### src/rtl/benes_route_sequencer.sv
`default_nettype none
// ============================================================================
// benes_route_sequencer : route-table driven select sequencer for a Benes
// fabric (load, settle, stream launch beats, drain to done pulse).
// Revision: 1.0
// ============================================================================
module benes_route_sequencer #(
    parameter int STAGE_NUM  = 9,
    parameter int SWITCH_NUM = 16,
    parameter int CFG_DEPTH  = 8,
    parameter int PIPE_LAT   = 13,
    parameter int TAG_WIDTH  = 4,
    parameter int CNT_WIDTH  = 8,
    localparam int SEL_W     = STAGE_NUM * SWITCH_NUM,
    localparam int IDX_W     = (CFG_DEPTH > 1) ? $clog2(CFG_DEPTH) : 1
) (
    input  logic                 CLK,
    input  logic                 RST_N,
    input  logic                 CFG_WE,
    input  logic [IDX_W-1:0]     CFG_ADDR,
    input  logic [SEL_W-1:0]     CFG_MODULE_SEL,
    input  logic [SEL_W-1:0]     CFG_SLOT_SEL,
    input  logic                 REQ_VALID,
    output logic                 REQ_READY,
    input  logic [IDX_W-1:0]     REQ_CFG_IDX,
    input  logic [TAG_WIDTH-1:0] REQ_TAG,
    input  logic [CNT_WIDTH-1:0] REQ_COUNT,
    output logic [SEL_W-1:0]     O_MODULE_SELECT,
    output logic [SEL_W-1:0]     O_SLOT_SELECT,
    output logic                 O_LAUNCH,
    output logic                 O_DONE_VALID,
    output logic [TAG_WIDTH-1:0] O_DONE_TAG,
    output logic                 O_BUSY
);

    localparam int BW  = CNT_WIDTH + 1;
    localparam int DRW = (PIPE_LAT > 1) ? $clog2(PIPE_LAT) : 1;
    localparam logic [DRW-1:0]   DRAIN_INIT = DRW'(PIPE_LAT - 1);
    localparam logic [IDX_W:0]   DEPTH_C    = (IDX_W + 1)'(CFG_DEPTH);

    typedef enum logic [2:0] {
        IDLE   = 3'd0,
        LOAD   = 3'd1,
        SETTLE = 3'd2,
        STREAM = 3'd3,
        DRAIN  = 3'd4
    } state_t;

    state_t               state, state_nx;
    logic [BW-1:0]        beat_cnt, beat_nx;
    logic [DRW-1:0]       drain_cnt, drain_nx;
    logic                 settle_q, settle_nx;
    logic [TAG_WIDTH-1:0] tag_q;
    logic [SEL_W-1:0]     tbl_mod  [CFG_DEPTH];
    logic [SEL_W-1:0]     tbl_slot [CFG_DEPTH];
    logic [SEL_W-1:0]     rd_mod, rd_slot;
    logic                 accept;

    assign accept    = REQ_VALID && (state == IDLE);
    assign REQ_READY = (state == IDLE);
    assign O_BUSY    = (state != IDLE);
    assign O_LAUNCH  = (state == STREAM);
    assign O_DONE_VALID = (state == DRAIN) && (drain_cnt == '0);

    // Indices beyond the populated depth read back as a neutral all-zero route.
    always_comb begin
        rd_mod  = '0;
        rd_slot = '0;
        if ({1'b0, REQ_CFG_IDX} < DEPTH_C) begin
            rd_mod  = tbl_mod[REQ_CFG_IDX];
            rd_slot = tbl_slot[REQ_CFG_IDX];
        end
    end

    always_comb begin
        state_nx  = state;
        beat_nx   = beat_cnt;
        drain_nx  = drain_cnt;
        settle_nx = settle_q;
        case (state)
            IDLE: begin
                if (REQ_VALID) begin
                    state_nx = LOAD;
                    beat_nx  = (REQ_COUNT == '0) ? BW'(1) : {1'b0, REQ_COUNT};
                end
            end
            LOAD: begin
                state_nx  = SETTLE;
                settle_nx = 1'b0;
            end
            SETTLE: begin
                settle_nx = 1'b1;
                if (settle_q) begin
                    state_nx = STREAM;
                end
            end
            STREAM: begin
                beat_nx = beat_cnt - BW'(1);
                if (beat_cnt == BW'(1)) begin
                    state_nx = DRAIN;
                    drain_nx = DRAIN_INIT;
                end
            end
            DRAIN: begin
                if (drain_cnt == '0) begin
                    state_nx = IDLE;
                end else begin
                    drain_nx = drain_cnt - DRW'(1);
                end
            end
            default: state_nx = IDLE;
        endcase
    end

    always_ff @(posedge CLK or negedge RST_N) begin
        if (!RST_N) begin
            state     <= IDLE;
            beat_cnt  <= '0;
            drain_cnt <= '0;
            settle_q  <= 1'b0;
        end else begin
            state     <= state_nx;
            beat_cnt  <= beat_nx;
            drain_cnt <= drain_nx;
            settle_q  <= settle_nx;
        end
    end

    // Selects are captured from the table at acceptance, so later table writes
    // (including one on the accepting edge) never disturb an active route.
    always_ff @(posedge CLK or negedge RST_N) begin
        if (!RST_N) begin
            tag_q           <= '0;
            O_MODULE_SELECT <= '0;
            O_SLOT_SELECT   <= '0;
            O_DONE_TAG      <= '0;
        end else begin
            if (accept) begin
                tag_q           <= REQ_TAG;
                O_MODULE_SELECT <= rd_mod;
                O_SLOT_SELECT   <= rd_slot;
            end
            if ((state_nx == DRAIN) && (drain_nx == '0)) begin
                O_DONE_TAG <= tag_q;
            end
        end
    end

    always_ff @(posedge CLK or negedge RST_N) begin
        if (!RST_N) begin
            for (int i = 0; i < CFG_DEPTH; i++) begin
                tbl_mod[i]  <= '0;
                tbl_slot[i] <= '0;
            end
        end else if (CFG_WE && ({1'b0, CFG_ADDR} < DEPTH_C)) begin
            tbl_mod[CFG_ADDR]  <= CFG_MODULE_SEL;
            tbl_slot[CFG_ADDR] <= CFG_SLOT_SEL;
        end
    end

endmodule
`default_nettype wire

### config.mk
export PLATFORM = sky130hd
export DESIGN_NAME = benes_route_sequencer
export DESIGN_NICKNAME = d
export VERILOG_FILES = /design/src/rtl/benes_route_sequencer.sv
export SDC_FILE = /design/constraint.sdc
export NUM_CORES = 2
export LEC_CHECK = 0
export CAP_MARGIN = 20
export CORE_ASPECT_RATIO = 1.1
export CORE_MARGIN = 1.5
export CORE_UTILIZATION = 25
export CTS_BUF_LIST = sky130_fd_sc_hd__clkbuf_4 sky130_fd_sc_hd__clkbuf_8 sky130_fd_sc_hd__clkbuf_16
export DETAILED_ROUTE_END_ITERATION = 7
export GPL_ROUTABILITY_DRIVEN = 1
export GPL_TIMING_DRIVEN = 0
export HOLD_SLACK_MARGIN = 0.15
export PLACE_DENSITY = 0.42
export SETUP_SLACK_MARGIN = 0.2
export SYNTH_ARGS = -nofsm -noshare
export SYNTH_HDL_FRONTEND = slang
export SYNTH_SLANG_ARGS = --single-unit
### constraint.sdc
create_clock -name CLK -period 2.5 [get_ports CLK]
set_clock_uncertainty 0.1 [all_clocks]
set_input_delay 0.625 -clock CLK [delete_from_list [all_inputs] [get_ports CLK]]
set_output_delay 0.625 -clock CLK [all_outputs]
set_load 0.02 [all_outputs]
# --- Word level (Yosys, flattened, before mapping) ---
# Index checks and enable logic that the tools add are counted.
op_classes:
  n_eq_ne: 7
  magnitude_cmp: 3
  n_reduce_logical: 12
  muxes: 22
  addsub: 2
  n_bitwise: 2
ops:
  columns: ["op", "count"]
  rows:
  - ["1152-bit bitwise mux", 2]
  - ["144-bit binary-select mux with 3-bit select", 2]
  - ["144-bit 2-to-1 mux", 5]
  - ["144-bit demux with 3-bit select", 1]
  - ["9-bit one-hot mux with 2 select lines", 1]
  - ["3-bit one-hot mux with 5 select lines", 1]
  - ["3-bit 2-to-1 mux", 4]
  - ["9-bit by 1-bit == test with 1-bit output (second input constant)", 1]
  - ["9-bit 2-to-1 mux", 1]
  - ["9-bit by 1-bit subtractor with 9-bit output (second input constant)", 1]
  - ["4-bit greater-or-equal comparator (second input constant)", 2]
  - ["4-bit zero test", 2]
  - ["8-bit zero test", 1]
  - ["4-bit 2-to-1 mux", 2]
  - ["8-bit 2-to-1 mux", 1]
  - ["3-bit NOT with 4-bit output", 2]
  - ["4-bit one-hot mux with 2 select lines", 1]
  - ["3-bit by 2-bit == test with 1-bit output (second input constant)", 2]
  - ["3-bit == test (second input constant)", 2]
  - ["1-bit logical AND", 4]
  - ["4-bit by 1-bit < comparator with 1-bit output (second input constant)", 1]
  - ["2-bit nonzero test", 2]
  - ["4-bit by 1-bit subtractor with 4-bit output (second input constant)", 1]
  - ["3-bit by 1-bit == test with 1-bit output (second input constant)", 1]
  - ["5 further kinds", 5]
totals:
  ff_bits: 2617
  inputBits: 310
  out_inout_bits: 296

# --- Longest topological paths before layout ---
depth:
  ltp_word: 6
  depth_mapped: 8

# --- Worst setup path before layout ---
# Ideal clock, no wire load.
synth_timing:
  kind: "reg-to-output"
  from: "reg drain_cnt[0]"
  to: "out O_DONE_VALID"
  arrival_ns: 1.521
  path_buffers: 0
  required_time_ns: 1.775
  slack_ns: 0.254
  stages_incl_launch_ff: 5
  path_cell_list: "dfrtp_1 -> inv_1 -> ha_1 -> nor4bb_1 -> nor3b_1"
synth_between:
  elab_chain_cells: 2
synth_lines:
  columns: ["element", "line", "source"]
  rows:
  - ["start, declared", "51", "logic [DRW-1:0] drain_cnt, drain_nx;"]
  - ["start signal, assigned", "124", "drain_cnt <= drain_nx;"]
  - ["4-bit zero test", "63", "assign O_DONE_VALID = (state == DRAIN) && (drain_cnt == '0);"]
  - ["1-bit logical AND", "63", null]
  - ["end, declared", "31", "output logic O_DONE_VALID,"]
# No other way between the ends.

# --- Final worst setup path ---
# Same ends and word-level chain as after synthesis.

==> out/summary.txt <==
Register area share after synthesis: 58.0%
Leakage: 0.0591 uW
Wirelength per Cell: 25.5 um
CP max-delay cell: dfrtp_1
Worst Reg-to-Reg Cells: 8
IO Pins: 606
H-tree depth: 5
Syn_nets: 7,271
Hold_buf cts: 16
Max Buffers Root-to-Sink: 4
CTS Sinks: 2,617
Async SR Flop Fraction: 100%
Final setup viols: 4
Max_cap viols: 0
1st-pass router iterations: 4
CP Max Fanout: 2
Fin crit share: 117%
Crit path kind: register to primary output
Residual DRC: 0
Worst Setup EP: O_DONE_VALID
Initial antenna violation count: 133
Crit path depth: 5
Post-DRT Antenna Nets: 0
Final Hold Violating Endpoints: 106
Core ar.: 0.449 sq mm
Worst EP required: 1.77 ns
Mapped Cells: 6,958
Maximum VDD drop: 0.614 mV
Synth-to-Final Area Change: 24.3%
Nets: 8,333
Final setup TNS: -1.08 ns
Flop-to-flop setup slack: 0.23 ns
Yosys cell types: 48
CP top delay family: simple AND/OR/NAND/NOR gates
GRT Residual Overflow: 0
Run status: complete, but fails checks
Crit-path max cell delay: 0.39 ns
Final Critical Period: 2.92 ns
Yosys reg bits: 2,617
Worst Tran Pin Value: 1.09 ns
Most used DFF post-synth: dfrtp_1
Final worst slack: -0.425 ns
Die Area: 0.456 sq mm
RR Endpoint: O_MODULE_SELECT[10]
Slew Limit Fails: 0
Vias in the first global route: 71,800
Cell area after technology mapping: 0.113 sq mm
EDFF count, synth: 0
CP arrival: 2.20 ns
Fin Hold WS: -0.0276 ns
Unrepaired setup endpoints after global routing: true
R2r startpoint: state[1]
Placed cell count: 13,600
CTS tree: built
Pin count of the biggest net entering global routing: 167
Routed WL: 365,000 um
Clock transition at path regs: 0.06 ns
IO buf count: 600
Highest Clock Rate: 0.342 GHz
Num CTS Buffers: 322
Relative slew slack: 27.1%
Ys Warns: 0
Initial core utilization: 25.1%
Crit. Startpoint: drain_cnt[0]
Failing checks: negative hold slack, negative setup slack
DRT iter0 DRCs: 2,981
Average cell area after synthesis: 16.2 sq um
Die Ht: 708 um
CP bufs+invs: 2
CP cell instances: inv_2, ha_4, nor4bb_4, nor3b_4, buf_6
Via count: 65,300
Crit path capture type: primary output
GP Congestion: 0.732
Startpoint Class: register
CTS root buf: clkbuf_16
Power per standard cell area: 929 mW/mm^2
Final HPWL DP: 240,000 um
DR vias/cell: 4.57
Die W: 644 um
Skew-Pair Late Insertion Delay: 0.96 ns
Global-route wire length before repair: 529,000 um
Post-route insts no fill: 14,300
Share of cells above drive strength 1: 53.2%
HP Class: input pin to asynchronous set/reset pin
GRT Util Overall: 15.8%
Row count: 258
[flip-flops by register name, summed over array words and instances, names as in the netlist]
name and count:
O_DONE_TAG 4, settle_q 1, O_SLOT_SELECT 144, drain_cnt 4, tag_q 4, beat_cnt 9
O_MODULE_SELECT 144, state 3, tbl_mod 1152, tbl_slot 1152
[cells by family after synthesis]
kind of cell,count (synthesis),synth area share (%)
flops,2617,58.0
fa+ha+maj,3,0.0332
mux,3175,37.1
compound gates,308,1.40
simple gates,364,1.34
buf+inv,491,2.15
[final cells by class]
| class | instances | area, sq um |
|---|---|---|
| Timing Repair Buffer | 738 | 7830 |
| Antenna cell | 42 | 105 |
| Clock inverter | 96 | 1310 |
| Multi-Input combinational cell | 3850 | 45100 |
| Inverter | 7 | 31.3 |
| Fill cell | 44300 | 309000 |
| Sequential cell | 2617 | 65600 |
| Clock buffer | 489 | 9850 |
| Buffer | 484 | 3060 |
| Tap cell | 5980 | 7480 |
[synth_stat cells (15+ instances only)]
| library cell | n | area (sq um) |
|---|---|---|
| a21oi_1 | 289 | 1450 |
| buf_1 | 53 | 199 |
| buf_2 | 287 | 1440 |
| buf_4 | 52 | 390 |
| clkbuf_1 | 88 | 330 |
| dfrtp_1 | 2617 | 65500 |
| mux2_1 | 15 | 169 |
| mux2_2 | 2293 | 25800 |
| mux2i_1 | 291 | 2910 |
| mux4_2 | 576 | 13000 |
| nand2_1 | 26 | 97.6 |
| nor2_1 | 298 | 1120 |
[through the flow]
step | cell area (sq um) | power (uW) | hold WS (ns) | util, % | setup slack [ns]
after global placement | 126000 | 80800 | 0.363 | 28.1 | -119.07
after detailed placement | 127000 | 82200 | 0.373 | 28.3 | -3.55
after CTS | 140000 | 132000 | -0.126 | 31.1 | -0.567
after floorplan | 113000 | 71800 | 0.229 | - | 0.254
final | 140000 | 130000 | -0.0276 | 31.2 | -0.425
after global routing | 140000 | 137000 | -0.0565 | 31.2 | -0.598
[layer usage]
metal	track usage, %	part of all wire, %
met1	20.6	44
met2	26.6	49
met3	3.19	4.5
met4	4.57	2.7
met5	0	0.076
[cell usage in the layout, fill, tap and decap left out, types with 4 or more instances in the layout]
cell             Yosys  final
buf_16               0     31
clkdlybuf4s50_1      0    303
nor3_1               4      4
mux2_2            2293   2293
mux4_2             576    576
inv_6                0      9
clkinv_16            0      5
buf_2              287    225
bufinv_16            0     20
o21ai_0              5      5
clkbuf_16            0    325
clkbuf_1            88     20
buf_6                2    193
inv_16               0      5
dfrtp_1           2617   2558
buf_4               52    177
mux2_1              15     15
nand2_1             26     25
mux2i_1            291    290
buf_1               53     21
nor2_1             298    297
buf_12               0      8
diode_2              0     42
nand4b_1             4      4
nand3_1              7      6
dfrtp_2              0     59
clkbuf_2             0    147
a21oi_1            289    289
clkdlybuf4s15_2      0     21
clkinv_8             0      8
clkbuf_8             2     80
bufbuf_16            0     17
clkbuf_4             0    127
clkinv_2             0     46
dlygate4sd3_1        0      8
buf_8                0      7
[how the worst min path moves through the flow]
stage | to | slack [ns] | cells past startpoint
after floorplan | O_DONE_TAG[0] | 0.23 | 0
after global placement | tbl_mod[1134] | 0.36 | 1
after detailed placement | tag_q[0] | 0.37 | 2
after CTS | tbl_mod[498] | -0.13 | 4
after global routing | O_MODULE_SELECT[57] | -0.06 | 4
final | O_MODULE_SELECT[57] | -0.03 | 4
[worst min-delay path, stage by stage]
cell and delay, ns:
buf_16 0.08, buf_16 0.10, buf_16 0.13, bufbuf_16 0.47
[what timing repair did]
item,in CTS,in global routing
hold endpoints to repair,360,220
buffers inserted,14,66
cloned,20,0
endpoints found under the setup margin,3396,2902
resized for setup,398,1198
pin swaps,4,6
[report_power, final]
group | switching [uW] | internal [uW] | total (uW)
Clock | 19400 | 29400 | 48800
Sequential | 5280 | 52000 | 57300
Combinational | 10200 | 14000 | 24300
Total | 34900 | 95500 | 130000
No activity file was read; power rests on OpenSTA's default activity.
